### config.mk
export PLATFORM = sky130hd
export DESIGN_NAME = gate_test_sequencer
export DESIGN_NICKNAME = d
export VERILOG_FILES = /design/src/rtl/gate_test_sequencer_pkg.sv /design/src/rtl/gate_test_sequencer_ref_model.sv /design/src/rtl/gate_test_sequencer.sv
export SDC_FILE = /design/constraint.sdc
export NUM_CORES = 1
export LEC_CHECK = 0
export ABC_AREA = 1
export ABC_CLOCK_PERIOD_IN_PS = 1750
export CAP_MARGIN = 20
export CORE_AREA = 2 2 58 60
export CTS_BUF_LIST = sky130_fd_sc_hd__clkbuf_16
export DETAILED_ROUTE_END_ITERATION = 12
export DIE_AREA = 0 0 60 62
export PLACE_DENSITY = 0.71
export SYNTH_ARGS = -nofsm -noshare
export SYNTH_HDL_FRONTEND = slang
export SYNTH_HIERARCHICAL = 1
export SYNTH_SLANG_ARGS = --single-unit
### constraint.sdc
create_clock -name clk -period 1.75 [get_ports clk]
set_clock_uncertainty 0.1 [all_clocks]
set_input_delay 0.35 -clock clk [delete_from_list [all_inputs] [get_ports clk]]
set_output_delay 0.35 -clock clk [all_outputs]
set_load 0.005 [all_outputs]
### src/rtl/gate_test_sequencer_pkg.sv
// Shared definitions for the gate test sequencer: FSM state encoding,
// gate_y bit positions and the expected truth table for the four vectors.
package gate_test_sequencer_pkg;

    typedef enum logic [1:0] {
        ST_IDLE   = 2'd0,
        ST_DRIVE  = 2'd1,
        ST_SAMPLE = 2'd2,
        ST_DONE   = 2'd3
    } state_e;

    // Bit positions inside gate_y / err_mask (ascending [0:6] range).
    localparam int unsigned Y_AND  = 0;
    localparam int unsigned Y_OR   = 1;
    localparam int unsigned Y_NOTA = 2;
    localparam int unsigned Y_NAND = 3;
    localparam int unsigned Y_NOR  = 4;
    localparam int unsigned Y_XOR  = 5;
    localparam int unsigned Y_XNOR = 6;

    localparam int unsigned NUM_GATES = 7;
    localparam int unsigned NUM_VECS  = 4;

    // Expected results indexed by vec = {gate_a, gate_b}.
    // Leftmost literal bit lands in index 0 (AND), rightmost in index 6 (XNOR).
    localparam logic [0:6] EXP_TABLE [0:3] = '{
        7'b0011101,  // a=0 b=0
        7'b0111010,  // a=0 b=1
        7'b0101010,  // a=1 b=0
        7'b1100001   // a=1 b=1
    };

endpackage

### src/rtl/gate_test_sequencer_ref_model.sv
// Combinational lookup of the expected gate block response for one vector.
module gate_ref_model
    import gate_test_sequencer_pkg::*;
(
    input  logic [1:0] vec_i,
    output logic [0:6] exp_o
);

    // Pure table lookup; vec_i always addresses a valid row.
    always_comb begin
        exp_o = EXP_TABLE[vec_i];
    end

endmodule

### src/rtl/gate_test_sequencer.sv
// Walks the four {gate_a,gate_b} input combinations through an external
// gate block, holds each for HOLD_CYCLES, samples gate_y once per vector
// and accumulates a per-bit and per-vector mismatch record.
module gate_test_sequencer
    import gate_test_sequencer_pkg::*;
#(
    parameter int HOLD_CYCLES = 2
) (
    input  logic       clk,
    input  logic       rst_n,
    input  logic       start,
    output logic       gate_a,
    output logic       gate_b,
    input  logic [0:6] gate_y,
    output logic       busy,
    output logic       done,
    output logic       pass,
    output logic [0:6] err_mask,
    output logic [3:0] fail_vec,
    output logic [2:0] fail_count
);

    localparam logic [3:0] HOLD_LAST = 4'(HOLD_CYCLES - 1);

    state_e     state_q;
    logic [1:0] vec_q;
    logic [3:0] hold_q;
    logic       gate_a_q;
    logic       gate_b_q;
    logic       busy_q;
    logic       done_q;
    logic       pass_q;
    logic [0:6] err_mask_q;
    logic [3:0] fail_vec_q;
    logic [2:0] fail_count_q;

    logic [0:6] exp_y;
    logic [0:6] y_diff_d;

    gate_ref_model u_ref (
        .vec_i (vec_q),
        .exp_o (exp_y)
    );

    // Per-bit mismatch of the current vector; only consumed in SAMPLE.
    always_comb begin
        y_diff_d = gate_y ^ exp_y;
    end

    // Sequencer FSM; every output is a register updated here.
    always_ff @(posedge clk) begin
        if (!rst_n) begin
            state_q      <= ST_IDLE;
            vec_q        <= 2'd0;
            hold_q       <= 4'd0;
            gate_a_q     <= 1'b0;
            gate_b_q     <= 1'b0;
            busy_q       <= 1'b0;
            done_q       <= 1'b0;
            pass_q       <= 1'b0;
            err_mask_q   <= '0;
            fail_vec_q   <= 4'd0;
            fail_count_q <= 3'd0;
        end else begin
            done_q <= 1'b0;
            case (state_q)
                ST_IDLE: begin
                    if (start) begin
                        state_q      <= ST_DRIVE;
                        vec_q        <= 2'd0;
                        hold_q       <= 4'd0;
                        gate_a_q     <= 1'b0;
                        gate_b_q     <= 1'b0;
                        busy_q       <= 1'b1;
                        pass_q       <= 1'b0;
                        err_mask_q   <= '0;
                        fail_vec_q   <= 4'd0;
                        fail_count_q <= 3'd0;
                    end
                end
                ST_DRIVE: begin
                    if (hold_q == HOLD_LAST) begin
                        hold_q  <= 4'd0;
                        state_q <= ST_SAMPLE;
                    end else begin
                        hold_q <= hold_q + 4'd1;
                    end
                end
                ST_SAMPLE: begin
                    err_mask_q <= err_mask_q | y_diff_d;
                    if (|y_diff_d) begin
                        fail_vec_q[vec_q] <= 1'b1;
                        fail_count_q      <= fail_count_q + 3'd1;
                    end
                    if (vec_q == 2'd3) begin
                        state_q <= ST_DONE;
                        busy_q  <= 1'b0;
                    end else begin
                        vec_q                <= vec_q + 2'd1;
                        {gate_a_q, gate_b_q} <= vec_q + 2'd1;
                        state_q              <= ST_DRIVE;
                    end
                end
                ST_DONE: begin
                    // fail_vec_q already contains the last vector's result.
                    done_q  <= 1'b1;
                    pass_q  <= (fail_vec_q == 4'd0);
                    state_q <= ST_IDLE;
                end
                default: state_q <= ST_IDLE;
            endcase
        end
    end

    assign gate_a     = gate_a_q;
    assign gate_b     = gate_b_q;
    assign busy       = busy_q;
    assign done       = done_q;
    assign pass       = pass_q;
    assign err_mask   = err_mask_q;
    assign fail_vec   = fail_vec_q;
    assign fail_count = fail_count_q;

endmodule

==> results of run 1 <==
sequential cells by signal, indices dropped and copies added (netlist names):
name and flops:
pass 1, err_mask 7, fail_count 3, done 1
busy 1, fail_vec 4, gate_a 1, state_q 2
vec_q 1, hold_q 4
cells in the final DEF (no fill, tap or decap):
cell type | synthesis | final
a211oi_1 | 2 | 2
a21oi_1 | 23 | 23
a22oi_1 | 1 | 1
a31oi_1 | 1 | 1
a31oi_2 | 1 | 1
buf_12 | 0 | 1
buf_4 | 0 | 6
clkbuf_16 | 0 | 3
clkdlybuf4s50_1 | 0 | 28
clkinv_1 | 1 | 1
dfxtp_1 | 25 | 25
ha_1 | 11 | 10
ha_4 | 0 | 1
inv_1 | 31 | 31
inv_2 | 4 | 5
nand2_1 | 43 | 43
nand2_2 | 2 | 1
nand2_4 | 0 | 1
nand3_1 | 7 | 7
nand3_2 | 1 | 1
nor2_1 | 11 | 10
nor2_2 | 1 | 2
nor3_1 | 9 | 9
nor4_1 | 1 | 1
o21ai_0 | 2 | 2
o21ai_1 | 1 | 1
or2_1 | 1 | 1
xnor2_1 | 1 | 1
xor2_1 | 1 | 1
final cells by class:
type                    count  area [sq um]  share of cell area
clock inverters             1         3.754            0.002099
repair buffers             35         345.3              0.1931
well taps                  46         57.56             0.03219
flip-flops and latches     25         500.5              0.2799
clock buffers               3         75.07             0.04199
multi-input cells         120         670.6              0.3751
inverters                  36         135.1             0.07558
worst min-delay path by stage:
| stage | from | endpoint | slack, ns | cells after the start |
|---|---|---|---|---|
| CTS | fail_vec[3]$_SDFFE_PN0P_ | fail_vec[3]$_SDFFE_PN0P_ | 0.37 | 2 |
| floorplan | busy$_SDFFE_PN0P_ | busy$_SDFFE_PN0P_ | 0.36 | 2 |
| global placement | fail_vec[2]$_SDFFE_PN0P_ | fail_vec[2]$_SDFFE_PN0P_ | 0.35 | 2 |
| detailed placement | busy$_SDFFE_PN0P_ | busy$_SDFFE_PN0P_ | 0.36 | 2 |
| global route | fail_vec[3]$_SDFFE_PN0P_ | fail_vec[3]$_SDFFE_PN0P_ | 0.39 | 2 |
| finish | fail_vec[0]$_SDFFE_PN0P_ | fail_vec[0]$_SDFFE_PN0P_ | 0.36 | 2 |
critical path, cell delays in order (launching register included):
cell,delay [ns]
dfxtp_1,0.34
buf_4,0.16
clkdlybuf4s50_1,0.50
logic make-up (layout without fill, tap and decap cells):
logic type | Yosys count | after routing | synth area share
xor+xnor | 2 | 2 | 0.01353
flops | 25 | 25 | 0.3865
fa+ha+maj | 11 | 11 | 0.1063
buf+inv | 38 | 75 | 0.1111
compound gates | 31 | 31 | 0.1324
simple gates | 76 | 76 | 0.2502
per-stage QoR:
step | instance area [sq um] | util | hold WS [ns]
CTS | 1768 | 0.5561 | 0.3675
floorplan | 1295 | - | 0.3562
detailed placement | 1689 | 0.5313 | 0.3558
global route | 1788 | 0.5624 | 0.3877
finish | 1788 | 0.5624 | 0.3637
global placement | 1689 | 0.5313 | 0.3528
power breakdown:
group	internal, uW	total [uW]	switching [uW]
registers	598	620	21.6
clock network	305	497	192
logic	132	278	147
layer usage:
layer  wire length (um)  vias to the layer above
met5                  0                        -
met4                 40                        0
met3                 76                        5
met2               1170                       22
met1               1347                      496
li1                   -                      652
==> results.md, run 1 <==
- Relative slew margins: 0.8382
- R2r endpoint: fail_count[2]$_SDFFE_PN0P_
- Met3 Track Usage GR: 0.02484
- Power after layout: 1395 uW
- Final setup fails: 0
- Post-synth EDFFs: 0
- DP Worst Slack: 0.01032 ns
- Vias in the first global route: 1048
- DRT Wirelength: 2635 um
- First-pass DRT Iterations: 4
- Skew-Pair Late Insertion Delay: 0.26 ns
- Most numerous cell in the Yosys netlist: nand2_1
- Number of synthesized register bits: 25
- Placed Instances: 262
- Endpoint class of the critical path: output port
- Height of the die: 62 um
- Fillers: 310
- Die width: 60 um
- Postcts setup bufs: 0
- PwrDens: 780.4 mW/mm^2
- Slew Limit Fails: 0
- Maximum fanout along the worst path: 7
- Final layout net count: 242
- Commonest cells post-synth: nand2_1, inv_1, dfxtp_1, a21oi_1
- Sequential fraction of the synthesis area: 0.3865
- FF-to-FF path depth: 12
- FF-to-FF setup slack: 0.13 ns
- Num CTS Buffers: 3
- WS Path Type: reg2out
- RePlAce Congestion: 0.7425
- Yosys warning count: 6
- Dominant cells by area after synthesis: dfxtp_1, nand2_1, ha_1
- Busiest grt layer: met2
- Post-DR wirelength/cell: 9.906 um
- Root Buffer: clkbuf_16
- Clk buf depth: 2
- Post-Syn Area: 0.001295 sq mm
- Synth top area share: 0.3865
- Syn nets: 204
- Die Area: 0.003720 sq mm
- Fin crit share: 0.9804
- Min-delay worst type: reg2reg
- Vias/cell: 4.417
- Reg-to-Reg Start: gate_a$_SDFFE_PN0P_
- Vias: 1175
- Fin crit period: 1.716 ns
- Hold Buf Count CTS: 0
- Synth cell types: 25
- Grt ovf: 0
- Status: finished, final reports clean
- CTS Sinks: 25
- Starting density of the core: 0.4073
- Grt met2 use: 0.2578
- Post-Synthesis Cells: 183
- Final setup TNS: 0 ns
- Ys flop type: dfxtp_1
- Async S/R FF share, synth: 0
- CORE AREA: 0.003179 sq mm
- Detail Route Antenna Nets: 0
- Syn Area/Cell: 7.076 sq um
- Leak: 0.0007916 uW
- Least-Margin Pin Slew: 0.2404 ns
- CP arrival: 1.27 ns
- Post-DP HPWL: 1940 um
- Final hold vios: 0
- Final WS setup: 0.03424 ns
- CP startpoint: gate_a$_SDFFE_PN0P_
- Worst setup SP type: register
- Detailed Route Iter0 Violations: 15
- GRT Util Overall: 0.1558
- Met1 usage: 0.2058
- MaxCap Viol Count: 0
- WP data required: 1.30 ns
- Row count: 21
- Area grow syn2layout: 38.07%
- Antenna diodes: 0
- PortBufs: 28
- Largest net degree at the start of global routing: 18
- Maximum VDD drop: 0.4431 mV
- Share of cells above drive strength 1: 0.1000
- CTS H-tree lvls: 1
- Worst setup path endpoint: gate_a
- First-pass GRT wire length: 4402 um
- Initial antenna violation count: 0
- Dominant cell type by area after synthesis: dfxtp_1
- Finished Layout Cells: 266
- Maximum clock frequency: 582.8 MHz
- Reg clk slew, reported paths: 0.06 ns
- Top Ports: 29
- CTS resizes: 0
- CTS tree: yes
- Drt drc: 0
- RSZ-0062 raised after global routing: true
Power figures use the tool's default switching activity.
==> inputs of run 2 (changes only) <==
- SETUP_SLACK_MARGIN: default -> 0.3
==> results.md, run 2 (synthesis results as in run 1) <==
- CP delay by family, top: buffers and inverters
- Drt drc: 0 (unchanged)
- Relative slew margins: 0.8337 (-0.004518)
- Final setup fails: 0 (unchanged)
- Power after layout: 1423 uW (+2.0%)
- Row count: 21 (unchanged)
- WP data required: 1.30 ns (about the same)
- Root Buffer: clkbuf_16
- Critical path cell sequence: clkdlybuf4s50_1
- First-pass GRT wire length: 4519 um (+2.7%)
- Fin crit period: 1.598 ns (-0.1175 ns)
- PortBufs: 28 (unchanged)
- CORE AREA: 0.003179 sq mm (unchanged)
- DRT Wirelength: 2764 um (+4.9%)
- Worst setup path endpoint: fail_count[2]
- Maximum clock frequency: 625.7 MHz (+7.4%)
- MaxCap Viol Count: 0 (unchanged)
- Post-route design area: 0.001879 sq mm (+5.1%)
- Finished Layout Cells: 275 (+3.4%)
- Cell Area, Placed: 0.001692 sq mm (+0.15%)
- Final layout net count: 251 (+3.7%)
- Buf/Inv on CP: 1 (-1)
- PwrDens: 757.4 mW/mm^2 (-2.9%)
- Logic depth of the worst path, buffers included: 1 (-1)
- Die width: 60 um (unchanged)
- Slew Limit Fails: 0 (unchanged)
- CTS H-tree lvls: 1 (unchanged)
- Placed Instances: 261 (-0.38%)
- Post-DR wirelength/cell: 10.05 um (+1.5%)
- CTS Sinks: 25 (unchanged)
- Maximum VDD drop: 0.4278 mV (-3.5%)
- Detail Route Antenna Nets: 0 (unchanged)
- CP startpoint: fail_count[2]$_SDFFE_PN0P_
- FF-to-FF path depth: 13 (+1)
- R2r endpoint: fail_count[0]$_SDFFE_PN0P_
- Die Area: 0.003720 sq mm (unchanged)
- Starting density of the core: 0.4073 (unchanged)
- Commonest cells after routing, fill and taps aside: nand2_1, inv_1, a21oi_1
- Least-Margin Pin Slew: 0.2468 ns (+0.006385 ns)
- RePlAce Congestion: 0.7517 (+1.2%)
- Crit-path slowest cell: clkdlybuf4s50_1
- Slowest stage delay, CP: 0.52 ns (+0.02 ns)
- Vias in the first global route: 1086 (+3.6%)
- Min-delay worst type: reg2reg
- Worst setup SP type: register
- Commonest non-fill, non-tap cell in the layout: nand2_1
- Reg clk slew, reported paths: 0.06 ns (about the same)
- Final hold vios: 0 (unchanged)
- Post-DP HPWL: 2013 um (+3.8%)
- Antenna diodes: 0 (unchanged)
- GRT Util Overall: 0.1626 (+0.006803)
- Leak: 0.0009232 uW (+17%)
- RSZ-0062 raised after global routing: true
- Final core utilization: 0.5911 (+0.02873)
- First-pass DRT Iterations: 4 (unchanged)
- Maximum fanout along the worst path: 3 (-4)
- CTS tree: yes
- Vias: 1255 (+6.8%)
- Reg-to-Reg Start: gate_a$_SDFFE_PN0P_
- Endpoint class of the critical path: output port
- Max reg flops: 7 (unchanged)
- Vias/cell: 4.564 (+3.3%)
- Height of the die: 62 um (unchanged)
- Initial antenna violation count: 0 (unchanged)
- Skew-Pair Late Insertion Delay: 0.26 ns (about the same)
- WS Path Type: reg2out
- Largest net degree at the start of global routing: 16 (-2)
- Area grow syn2layout: 45.12%
- Num CTS Buffers: 3 (unchanged)
- Clk buf depth: 2 (unchanged)
- CP arrival: 1.15 ns (-0.12 ns)
- Detailed Route Iter0 Violations: 31 (+16)
- FF-to-FF setup slack: 0.18 ns (+0.05 ns)
- Share of cells above drive strength 1: 0.2576 (+0.1576)
- Top Ports: 29 (unchanged)
- Grt ovf: 0 (unchanged)
- Fin crit share: 0.9133 (-0.06717)
- Status: finished, final reports clean
-- run 2: cell types whose count changed in the layout (fill, tap and decap cells not counted), sizes merged --
cell / previous run / this run
buf: 7 / 16
dlygate4sd2: 0 / 18
clkdlybuf4s50: 28 / 10
-- run 2: timing repair --
action | in CTS | in global routing
pin swaps | 2 | 6
hold endpoints to repair | 0 | 0
buffers inserted | 9 | 1
endpoints found under the setup margin | 26 | 15
hold buffers | 0 | 0
gates resized for setup | 33 | 12
-- run 2: how the worst min path moves through the flow --
stage / start / end / cells after the start
floorplan: busy$_SDFFE_PN0P_ / busy$_SDFFE_PN0P_ / 2
global placement: busy$_SDFFE_PN0P_ / busy$_SDFFE_PN0P_ / 2
detailed placement: busy$_SDFFE_PN0P_ / busy$_SDFFE_PN0P_ / 2
CTS: fail_vec[1]$_SDFFE_PN0P_ / fail_vec[1]$_SDFFE_PN0P_ / 2
global route: fail_vec[3]$_SDFFE_PN0P_ / fail_vec[3]$_SDFFE_PN0P_ / 2
finish: fail_vec[1]$_SDFFE_PN0P_ / fail_vec[1]$_SDFFE_PN0P_ / 2
-- run 2: report_power, final --
part	leakage (uW)	total, uW	switching [uW]	internal [uW]
registers	0.000211	622	22.6	599
logic	0.000671	290	156	134
clock network	0.0000414	512	201	311
total	0.000923	1420	380	1040
-- run 2: per-layer routing --
| metal | track usage | up-vias | wire (um) |
|---|---|---|---|
| met5 | 0 | - | 0 |
| met4 | 0.05714 | 0 | 49 |
| met3 | 0.02484 | 5 | 68 |
| met2 | 0.2904 | 23 | 1361 |
| met1 | 0.1990 | 552 | 1284 |
| li1 | - | 675 | - |
-- run 2: cell type report --
| type | instances | area (sq um) |
|---|---|---|
| fillers | 289 | 1300 |
| multi-input cells | 120 | 699.4 |
| flip-flops and latches | 25 | 525.5 |
| repair buffers | 44 | 377.9 |
| inverters | 36 | 137.6 |
| clock buffers | 3 | 75.07 |
| well taps | 46 | 57.56 |
| clock inverters | 1 | 6.256 |
-- run 2: metrics by stage --
stage | setup WS (ns) | TNS, ns | hold WS, ns
after floorplan | 0.2665 | 0 | 0.3562
after global placement | 0.002764 | 0 | 0.3481
after detailed placement | -0.02661 | -0.02661 | 0.3547
after CTS | 0.1466 | 0 | 0.3578
after global routing | 0.07667 | 0 | 0.3836
final | 0.1518 | 0 | 0.3538
==> inputs of run 3 (changes only) <==
- SETUP_SLACK_MARGIN: 0.3 -> default
==> results of run 3 <==
Same layout as run 1: the final DEF is identical, and so are final timing and power.
